$ cat src/rtl/imem_loader_pkg.sv
// ============================================================================
//  Module      : imem_pkg
//  Description : Shared types and constants for the instruction-memory
//                program loader (state encoding, stream framing sizes,
//                default memory geometry).
//                Optional feature macro: IMEM_LOADER_CHECKSUM_EN
//  Revision    : 1.0 - initial release
// ============================================================================
`default_nettype none

package imem_pkg;

    // Stream framing: 4-byte little-endian word count, then 4 bytes per word
    localparam int IMEM_HDR_BYTES  = 4;
    localparam int IMEM_WORD_BYTES = 4;

    // Default memory geometry: 2^18 words, fetch uses byte address [19:2]
    localparam int IMEM_MEM_DEPTH  = 1 << 18;
    localparam int IMEM_IDX_W      = $clog2(IMEM_MEM_DEPTH);
    localparam int IMEM_ADDR_W     = 32;

    // Loader FSM encoding; CHECK only exists when the checksum is built in
    typedef enum logic [2:0] {
        ST_IDLE  = 3'd0,
        ST_HDR   = 3'd1,
        ST_DATA  = 3'd2,
        ST_WRITE = 3'd3,
`ifdef IMEM_LOADER_CHECKSUM_EN
        ST_CHECK = 3'd4,
`endif
        ST_DONE  = 3'd5,
        ST_ERR   = 3'd6
    } imem_ld_state_t;

endpackage

`default_nettype wire

$ cat src/rtl/imem_byte_packer.sv
// ============================================================================
//  Module      : imem_byte_packer
//  Description : Little-endian byte-to-word packer. A 2-bit byte counter
//                steers each pushed byte into its lane of a 32-bit register.
//                o_word is the word including the byte pushed this cycle, so
//                the consumer sees the complete value on the cycle o_full
//                is asserted. Shared by the header count and the data words.
//  Revision    : 1.0 - initial release
// ============================================================================
`default_nettype none

module imem_byte_packer
    import imem_pkg::*;
(
    input  logic        i_clk,
    input  logic        i_rst,
    input  logic        i_clear,
    input  logic        i_push,
    input  logic [7:0]  i_byte,
    output logic [31:0] o_word,
    output logic        o_full
);

    localparam logic [1:0] LAST_LANE = 2'(IMEM_WORD_BYTES - 1);

    logic [1:0]  r_cnt;
    logic [31:0] r_word;
    logic [31:0] w_word;

    // Merge the incoming byte into its lane so the full word is visible now
    always_comb begin
        w_word = r_word;
        if (i_push) begin
            w_word[{r_cnt, 3'b000} +: 8] = i_byte;
        end
    end

    // Byte lane counter and pack register; the counter wraps after 4 bytes
    always_ff @(posedge i_clk or posedge i_rst) begin
        if (i_rst) begin
            r_cnt  <= 2'd0;
            r_word <= 32'd0;
        end else if (i_clear) begin
            r_cnt  <= 2'd0;
            r_word <= 32'd0;
        end else if (i_push) begin
            r_cnt  <= r_cnt + 2'd1;
            r_word <= w_word;
        end
    end

    assign o_word = w_word;
    assign o_full = i_push && (r_cnt == LAST_LANE);

endmodule

`default_nettype wire

$ cat src/rtl/imem_loader.sv
// ============================================================================
//  Module      : imem_loader
//  Description : Instruction-memory program loader. Parses a word-count
//                header from a valid/ready byte stream, packs little-endian
//                bytes into 32-bit words and writes them word-aligned into
//                instruction memory. o_busy holds the core in reset while a
//                load is in progress.
//                Optional feature macro: IMEM_LOADER_CHECKSUM_EN (trailing
//                XOR checksum byte over the payload).
//  Revision    : 1.0 - initial release
// ============================================================================
`default_nettype none

module imem_loader
    import imem_pkg::*;
#(
    parameter int                     DATA_WIDTH_LENGTH = 32,
    parameter int                     MEM_DEPTH_LENGTH  = IMEM_MEM_DEPTH,
    parameter logic [IMEM_ADDR_W-1:0] BASE_ADDR         = 32'h0000_0000
) (
    input  logic                         i_clk,
    input  logic                         i_rst,
    input  logic                         i_start,
    input  logic [7:0]                   i_byte,
    input  logic                         i_byte_valid,
    output logic                         o_byte_ready,
    output logic                         o_wr_en,
    output logic [IMEM_ADDR_W-1:0]       o_wr_addr,
    output logic [DATA_WIDTH_LENGTH-1:0] o_wr_data,
    input  logic                         i_wr_ready,
    output logic                         o_busy,
    output logic                         o_done,
    output logic                         o_err
);

    localparam int                     IDX_W   = $clog2(MEM_DEPTH_LENGTH);
    localparam logic [IDX_W-1:0]       IDX_ONE = IDX_W'(1);
    localparam logic [IMEM_ADDR_W-1:0] DEPTH_N = IMEM_ADDR_W'(MEM_DEPTH_LENGTH);

    imem_ld_state_t                 r_state;
    logic [IMEM_ADDR_W-1:0]         r_count;
    logic [IDX_W-1:0]               r_idx;
    logic                           r_wr_en;
    logic [IMEM_ADDR_W-1:0]         r_wr_addr;
    logic [DATA_WIDTH_LENGTH-1:0]   r_wr_data;
    logic                           r_done;
    logic                           r_err;
`ifdef IMEM_LOADER_CHECKSUM_EN
    logic [7:0]                     r_csum;
`endif

    logic                           w_byte_ready;
    logic                           w_busy;
    logic                           w_xfer;
    logic                           w_start_ok;
    logic                           w_pk_push;
    logic [31:0]                    w_pk_word;
    logic                           w_pk_full;
    logic [IMEM_ADDR_W-1:0]         w_idx_ext;
    logic [IMEM_ADDR_W-1:0]         w_word_addr;
    logic                           w_last_word;

    // Handshake and busy decode from the registered state
    always_comb begin
        w_byte_ready = 1'b0;
        w_busy       = 1'b0;
        case (r_state)
            ST_HDR, ST_DATA: begin
                w_byte_ready = 1'b1;
                w_busy       = 1'b1;
            end
            ST_WRITE: begin
                w_busy       = 1'b1;
            end
`ifdef IMEM_LOADER_CHECKSUM_EN
            ST_CHECK: begin
                w_byte_ready = 1'b1;
                w_busy       = 1'b1;
            end
`endif
            default: begin
                w_byte_ready = 1'b0;
                w_busy       = 1'b0;
            end
        endcase
    end

    assign w_xfer      = i_byte_valid && w_byte_ready;
    assign w_start_ok  = i_start && ((r_state == ST_IDLE) || (r_state == ST_DONE) ||
                                     (r_state == ST_ERR));
    assign w_pk_push   = w_xfer && ((r_state == ST_HDR) || (r_state == ST_DATA));
    assign w_idx_ext   = {{(IMEM_ADDR_W - IDX_W){1'b0}}, r_idx};
    assign w_word_addr = BASE_ADDR + {{(IMEM_ADDR_W - IDX_W - 2){1'b0}}, r_idx, 2'b00};
    assign w_last_word = (w_idx_ext + 32'd1) == r_count;

    imem_byte_packer u_packer (
        .i_clk   (i_clk),
        .i_rst   (i_rst),
        .i_clear (w_start_ok),
        .i_push  (w_pk_push),
        .i_byte  (i_byte),
        .o_word  (w_pk_word),
        .o_full  (w_pk_full)
    );

    // Loader sequencer with registered write port and sticky status flags
    always_ff @(posedge i_clk or posedge i_rst) begin
        if (i_rst) begin
            r_state   <= ST_IDLE;
            r_count   <= '0;
            r_idx     <= '0;
            r_wr_en   <= 1'b0;
            r_wr_addr <= '0;
            r_wr_data <= '0;
            r_done    <= 1'b0;
            r_err     <= 1'b0;
`ifdef IMEM_LOADER_CHECKSUM_EN
            r_csum    <= 8'd0;
`endif
        end else begin
            case (r_state)
                ST_IDLE, ST_DONE, ST_ERR: begin
                    if (i_start) begin
                        r_state <= ST_HDR;
                        r_count <= '0;
                        r_idx   <= '0;
                        r_done  <= 1'b0;
                        r_err   <= 1'b0;
`ifdef IMEM_LOADER_CHECKSUM_EN
                        r_csum  <= 8'd0;
`endif
                    end
                end
                ST_HDR: begin
                    if (w_pk_full) begin
                        r_count <= w_pk_word;
                        if (w_pk_word > DEPTH_N) begin
                            r_state <= ST_ERR;
                            r_err   <= 1'b1;
                        end else if (w_pk_word == 32'd0) begin
`ifdef IMEM_LOADER_CHECKSUM_EN
                            r_state <= ST_CHECK;
`else
                            r_state <= ST_DONE;
                            r_done  <= 1'b1;
`endif
                        end else begin
                            r_state <= ST_DATA;
                        end
                    end
                end
                ST_DATA: begin
                    if (w_xfer) begin
`ifdef IMEM_LOADER_CHECKSUM_EN
                        r_csum <= r_csum ^ i_byte;
`endif
                        if (w_pk_full) begin
                            r_state   <= ST_WRITE;
                            r_wr_en   <= 1'b1;
                            r_wr_addr <= w_word_addr;
                            r_wr_data <= w_pk_word;
                        end
                    end
                end
                ST_WRITE: begin
                    // Address and data stay put until memory takes the word
                    if (i_wr_ready) begin
                        r_wr_en <= 1'b0;
                        r_idx   <= r_idx + IDX_ONE;
                        if (w_last_word) begin
`ifdef IMEM_LOADER_CHECKSUM_EN
                            r_state <= ST_CHECK;
`else
                            r_state <= ST_DONE;
                            r_done  <= 1'b1;
`endif
                        end else begin
                            r_state <= ST_DATA;
                        end
                    end
                end
`ifdef IMEM_LOADER_CHECKSUM_EN
                ST_CHECK: begin
                    // Written words are kept even when the checksum fails
                    if (w_xfer) begin
                        if (i_byte == r_csum) begin
                            r_state <= ST_DONE;
                            r_done  <= 1'b1;
                        end else begin
                            r_state <= ST_ERR;
                            r_err   <= 1'b1;
                        end
                    end
                end
`endif
                default: begin
                    r_state <= ST_IDLE;
                end
            endcase
        end
    end

    assign o_byte_ready = w_byte_ready;
    assign o_busy       = w_busy;
    assign o_wr_en      = r_wr_en;
    assign o_wr_addr    = r_wr_addr;
    assign o_wr_data    = r_wr_data;
    assign o_done       = r_done;
    assign o_err        = r_err;

endmodule

`default_nettype wire
$ cat config.mk
export PLATFORM = sky130hd
export DESIGN_NAME = imem_loader
export DESIGN_NICKNAME = d
export VERILOG_FILES = /design/src/rtl/imem_loader_pkg.sv /design/src/rtl/imem_byte_packer.sv /design/src/rtl/imem_loader.sv
export SDC_FILE = /design/constraint.sdc
export NUM_CORES = 1
export LEC_CHECK = 0
export CORE_MARGIN = 2
export CORE_UTILIZATION = 42
export CTS_CLUSTER_DIAMETER = 50
export CTS_CLUSTER_SIZE = 25
export DETAILED_ROUTE_END_ITERATION = 6
export PLACE_DENSITY = 0.75
export SLEW_MARGIN = 40
export SYNTH_ARGS = -nofsm -noshare
export SYNTH_HDL_FRONTEND = slang
export SYNTH_SLANG_ARGS = --single-unit
$ cat constraint.sdc
create_clock -name i_clk -period 4.4 [get_ports i_clk]
set_input_delay 0.88 -clock i_clk [delete_from_list [all_inputs] [get_ports i_clk]]
set_output_delay 0.88 -clock i_clk [all_outputs]
set_load 0.03 [all_outputs]
; After elaboration in Yosys (flattened, before gate mapping)
; Index checks and enable logic that the tools add are counted.
[op_classes]
mux = 37
n_eq_ne = 16
shift = 2
addsub = 4
n_reduce_logical = 24
n_lt_le_gt_ge = 1
[ops]
columns = cell, n
row1 = $mux 32, 5
row2 = $pmux 32 s2, 1
row3 = $mux 18, 2
row4 = $pmux 18 s2, 1
row5 = $bwmux 32, 1
row6 = $eq 19x32->1, 1
row7 = $gt 32x19->1 const B, 1
row8 = $logic_not 32->1, 1
row9 = $shift 8x7->32 const A, 1
row10 = $shiftx 8x7->32, 1
row11 = $mux 3, 8
row12 = $add 18x1->19 const B, 1
row13 = $add 18x1->18 const B, 1
row14 = $mux 1, 13
row15 = $pmux 3 s4, 1
row16 = $ne 2x2->1 const B, 5
row17 = $reduce_and 3->1, 3
row18 = $ne 2x1->1 const B, 4
row19 = $reduce_and 4->1, 2
row20 = $reduce_bool 2->1, 4
row21 = $neg 5->7, 1
row22 = $reduce_and 7->1, 1
row23 = $eq 3x2->1 const B, 2
row24 = $eq 3x3->1 const B, 2
row25 = 13 further kinds, 21
[word_totals]
word_cells = 94
register_bits = 140

; Depth between registers and ports, before layout
[logic_depth]
depth_word = 11
ltp_mapped = 10

; Cells and area by module
; Synthesis repeated with hierarchy kept, for this count alone.
[hier_totals]
cells_unflattened = 691
area_unflattened_um2 = 7171.9
[by_module_without_submodules]
columns = module, seq_area_each_um2, cells_each, area_per_inst_um2, instances
row1 = imem_loader, 2652.5, 537, 5326.4, 1
row2 = imem_byte_packer, 850.8, 154, 1845.5, 1

; Worst setup path before layout
; OpenSTA, ideal clock, no wires.
[synth_path]
path_kind = input-to-reg
startpoint = in i_byte[5]
endpoint = reg r_done, in the netlist o_done
cell_stages = 8
t_arrival_ns = 2.588
path_buffers = 1
slack_ns = 1.717
t_required_ns = 4.305
cell_sequence = clkbuf_1 > or4_1 > o21ai_0 > mux2i_1 > a211oi_1 > nand4_1 > o31a_1 > o32ai_2
[synth_between]
elab_chain_len = 6
elab_cells_between_ends = 8
classes_between = order compare (1) / eq/ne (2) / shift (1) / mux (2) / reduce/logical (2)
[synth_rtl]
columns = item, line
row1 = start: declaration, imem_loader.sv:24  ; input logic [7:0] i_byte,
row2 = $shiftx 8x7->32 *, imem_byte_packer.sv:34  ; w_word[{r_cnt, 3'b000} +: 8] = i_byte;
row3 = $bwmux 32 *, imem_byte_packer.sv:34
row4 = $mux 32 *, imem_byte_packer.sv:33  ; if (i_push) begin
row5 = $gt 32x19->1 or $logic_not 32->1 (tied branches), "imem_loader.sv:137, imem_loader.sv:140"
row6 = $ne 2x2->1 (no line) or $ne 2x1->1 (tied branches), --
row7 = $reduce_and 7->1 (no line) *, --
row8 = end signal: assignment, imem_loader.sv:127  ; r_done <= 1'b0;
row9 = end signal: assignment, imem_loader.sv:145  ; r_done <= 1'b1;
row10 = end signal: assignment, imem_loader.sv:175  ; r_done <= 1'b1;
row11 = end: declaration, imem_loader.sv:46  ; logic r_done;
; Every way passes the cells marked *; elsewhere a longest branch is shown, timed or not.
; A chain may end at the register's enable or synchronous reset.

; Worst setup path in the final report
[layout_path]
startpoint = reg r_state[0]
endpoint = out o_byte_ready
[layout_between]
elab_chain_len = 3
elab_cells_between_ends = 4
classes_between = eq/ne (2) / mux (1) / reduce/logical (1)
[layout_rtl]
columns = item, line
row1 = start: declaration, imem_loader.sv:40  ; imem_ld_state_t r_state;
row2 = start signal: assignment, imem_loader.sv:109  ; r_state <= ST_IDLE;
row3 = start signal: assignment, imem_loader.sv:124  ; r_state <= ST_HDR;
row4 = start signal: assignment, imem_loader.sv:138  ; r_state <= ST_ERR;
row5 = $eq 3x1->1 or $eq 3x2->1 (tied branches), imem_loader.sv:67  ; case (r_state)
row6 = $reduce_or 2->1 *, imem_loader.sv:67
row7 = $mux 1 *, imem_loader.sv:67
row8 = end: declaration, imem_loader.sv:26  ; output logic o_byte_ready,
; Marks and branches as above.

==> results.sh <==
export IMPL_grt_pass1_vias=5392
export IMPL_cts_sinks=140
export IMPL_cts_htree_levels=4
export IMPL_path_depth=3
export IMPL_cts_buffers=17
export IMPL_drc_errors=0
export IMPL_synth_area_top_cells="dfrtp_1 (50%), nand2_1 (9.2%), o21ai_0 (4.8%), o22ai_1 (4.1%), a22o_1 (3.0%)"
export IMPL_rr_endpoint="o_wr_data[19]$_DFFE_PP0P_"
export IMPL_reg2reg_depth=6
export IMPL_overflow=0
export IMPL_fin_ws_ns=1.23
export IMPL_routed_wl_um=17800
export IMPL_cts_setup_buffers=0
export IMPL_grtUsageTotal_pct=20.5
export IMPL_dieArea_mm2=0.0178
export IMPL_clockPowerShare_pct=27.0
export IMPL_synth_edf_count=0
export IMPL_finalCritPeriodShare_pct=72.1
export IMPL_p_switching_uw=2280
export IMPL_crit_path_start_kind="register"
export IMPL_cp_max_fo=13
export IMPL_yosysWarnings=0
export IMPL_portBuffers=67
export IMPL_required_ns=3.52
export IMPL_r2r_start="r_state[0]$_DFFE_PP0P_"
export IMPL_gp_congestion=0.882
export IMPL_rsz0062_at_grt="false"
export IMPL_slew_viol_final=0
export IMPL_rrSetupSlack_ns=1.42
export IMPL_crit_type="reg -> out"
export IMPL_holdCritPathClass="reg -> reg"
export IMPL_vias=5839
export IMPL_syn_inst=761
export IMPL_hold_viol_final=0
export IMPL_clock_skew_final_ns=0.00733
export IMPL_critPathSlowestCell="clkdlybuf4s50_1"
export IMPL_hold_path_cell_count=2
export IMPL_clkTransAtPathRegs_ns=0.06
export IMPL_drt_iter0_markers=619
export IMPL_status="finished, final reports clean"
export IMPL_max_freq_mhz=315
export IMPL_cp_end_kind="output pin"
export IMPL_grt_util_met2_pct=31.9
export IMPL_die_h_um=133
export IMPL_post_synth_top_count_cell="nand2_1"
export IMPL_clockBufferDepth=2
export IMPL_grt_max_degree=67
export IMPL_crit_arrival_ns=2.29
export IMPL_ys_seq_area_share_pct=49.8
export IMPL_nets=820
export IMPL_firstDrtPassIters=5
export IMPL_p_leak_uw=0.00374
export IMPL_critical_path_max_stage_delay_ns=0.73
export IMPL_grt_met1_usage_pct=28.9
export IMPL_grt_use_met3_pct=4.15
export IMPL_dpl_worst_slack_ns=1.03
export IMPL_avgSynthCellArea_um2=9.25
export IMPL_cts_root_buf="clkbuf_16"
export IMPL_final_setup_tns_ns=0
export IMPL_ys_flop_type="dfrtp_1"
export IMPL_viasPerCell=5.65
export IMPL_cts_tree="done"
export IMPL_antenna_found_initial=0
export IMPL_grt_pass1_wl_um=28800
export IMPL_row_count=47
export IMPL_worst_pin_slew_ns=0.825
export IMPL_ys_ff_latch=140
export IMPL_clock_latency_ns=0.43
export IMPL_async_reset_ff_share_pct=100
export IMPL_area_growth_pct=20.8
export IMPL_finalSetupViolations=0
export IMPL_comb_power_share_pct=40.6
export IMPL_netlist_area_mm2=0.00704
export IMPL_finalNonFillerCells=1033
export IMPL_powerDensity_mw_per_mm2=673
export IMPL_start_util_pct=42.7
export IMPL_synth_distinct_cells=72
export IMPL_top_usage_layer="met2"
export IMPL_wl_per_cell_um=17.3
export IMPL_path_cells="xnor2_2 -> nor2_1 -> clkdlybuf4s50_1"
export IMPL_netlist_area_leader_share_pct=49.8
export IMPL_die_w_um=133
export IMPL_core_area_mm2=0.0165
export IMPL_peakVddDrop_mv=0.453
export IMPL_cp_top_family="buffers and inverters"
export IMPL_maxCapViolCount=0
export IMPL_cts_resized=0
export IMPL_min_from="o_wr_addr[12]$_DFFE_PP0P_"
export IMPL_sw_frac_of_total_pct=39.9
export IMPL_synth_area_leader_cell="dfrtp_1"
export IMPL_num_io_pins=82
export IMPL_seq_power_share_pct=32.4
export IMPL_place_hpwl_um=12300
export IMPL_hold_buffers=0
export IMPL_dp_cells=1002
export IMPL_worst_path_buf_inv=1
export IMPL_hold_path_end="o_wr_addr[12]$_DFFE_PP0P_"
export IMPL_detail_route_antenna_nets=0
export IMPL_period_needed_ns=3.17
export IMPL_slew_headroom_pct=44.8
export IMPL_drive_gt1_share_pct=8.49
export IMPL_p_int_uw=3440
export IMPL_netlist_top_cells_count="nand2_1 (173), dfrtp_1 (140), o21ai_0 (67), clkbuf_1 (47), o22ai_1 (46)"
export IMPL_antenna_cells=0
==> cells by family (layout without fill, tap and decap cells) <==
family | after synthesis | count (layout) | synth area share [%]
AND/OR/NAND/NOR | 295 | 295 | 20.4
AO/OA/AOI/OAI | 205 | 205 | 19.0
flip-flops | 140 | 140 | 49.8
buffers and inverters | 84 | 123 | 5.42
XOR/XNOR | 28 | 28 | 3.98
adder cells (fa/ha/maj) | 6 | 6 | 1.07
multiplexers | 2 | 2 | 0.285
other | 1 | 14 | 0.0533
==> stage by stage <==
stage               total power (uW)  hold WS, ns  utilization, %  instance area, um^2
finish                          5720        0.470            51.6                 8500
global route                    6020        0.498            51.6                 8500
CTS                             5710        0.476            51.6                 8490
detailed placement              4150        0.461            47.6                 7850
global placement                4110        0.457            47.6                 7850
floorplan                       3410        0.460               -                 7090
==> layout by cell type (no fill, tap or decap), types with 5 or more instances in the layout <==
cell | synthesis | routed
nand3b_1 | 5 | 5
a31oi_1 | 10 | 10
nand2_1 | 173 | 173
buf_4 | 15 | 15
nor3_1 | 8 | 8
ha_1 | 6 | 6
nor4_1 | 8 | 8
and3_1 | 12 | 12
clkdlybuf4s50_1 | 0 | 67
a21oi_1 | 14 | 14
nand4_1 | 9 | 9
xnor2_1 | 13 | 13
clkbuf_16 | 0 | 17
nand3_1 | 9 | 9
conb_1 | 1 | 14
o21ai_0 | 67 | 67
xor2_1 | 12 | 11
a22o_1 | 24 | 24
o31ai_1 | 8 | 8
o22ai_1 | 46 | 46
nor2_1 | 26 | 25
dfrtp_1 | 140 | 140
nor2b_1 | 7 | 6
inv_1 | 8 | 7
==> worst min-delay path, stage by stage, from the launching register on <==
cell and delay (ns):
dfrtp_1 0.34, nand2_1 0.05, nand2_1 0.05
==> area by class of cell <==
type | count | area (um^2)
Fill cell | 1549 | 7970
Sequential cell | 140 | 3500
Multi-Input combinational cell | 550 | 3220
Timing Repair Buffer | 84 | 823
Clock buffer | 21 | 480
Tap cell | 220 | 275
Clock inverter | 10 | 163
Inverter | 8 | 33.8
==> how the worst max path moves through the flow <==
stage                      startpoint                   endpoint
2_1_floorplan               i_byte[5]         o_done$_DFFE_PP0P_
3_3_place_gp                i_byte[5]         o_done$_DFFE_PP0P_
3_5_place_dp             i_byte_valid     r_state[1]$_DFFE_PP0P_
4_1_cts        r_state[0]$_DFFE_PP0P_  o_wr_data[27]$_DFFE_PP0P_
5_1_grt        r_state[0]$_DFFE_PP0P_  o_wr_data[19]$_DFFE_PP0P_
6_report       r_state[0]$_DFFE_PP0P_               o_byte_ready
==> power groups by stage <==
stage | clock network [uW] | registers, uW | logic [uW]
global placement | 0 | 1860 | 2250
global route | 1620 | 1900 | 2500
detailed placement | 0 | 1860 | 2290
floorplan | 0 | 1970 | 1430
CTS | 1570 | 1850 | 2300
finish | 1550 | 1860 | 2320
==> sequential cells by signal (all words and copies together), names as in the netlist <==
| signal | cells |
|---|---|
| o_done | 1 |
| o_wr_addr | 18 |
| u_packer.r_word | 32 |
| o_err | 1 |
| o_wr_en | 1 |
| r_state | 3 |
| o_wr_data | 32 |
| r_idx | 18 |
| r_count | 32 |
| u_packer.r_cnt | 2 |
==> layer usage <==
| metal | vias to the layer above | part of all wire [%] |
|---|---|---|
| met3 | 25 | 5.3 |
| met4 | 0 | 2.0 |
| met5 | - | 0 |
| met2 | 228 | 47 |
| met1 | 2833 | 46 |
| li1 | 2753 | - |
(Power assumes the default switching activity.)
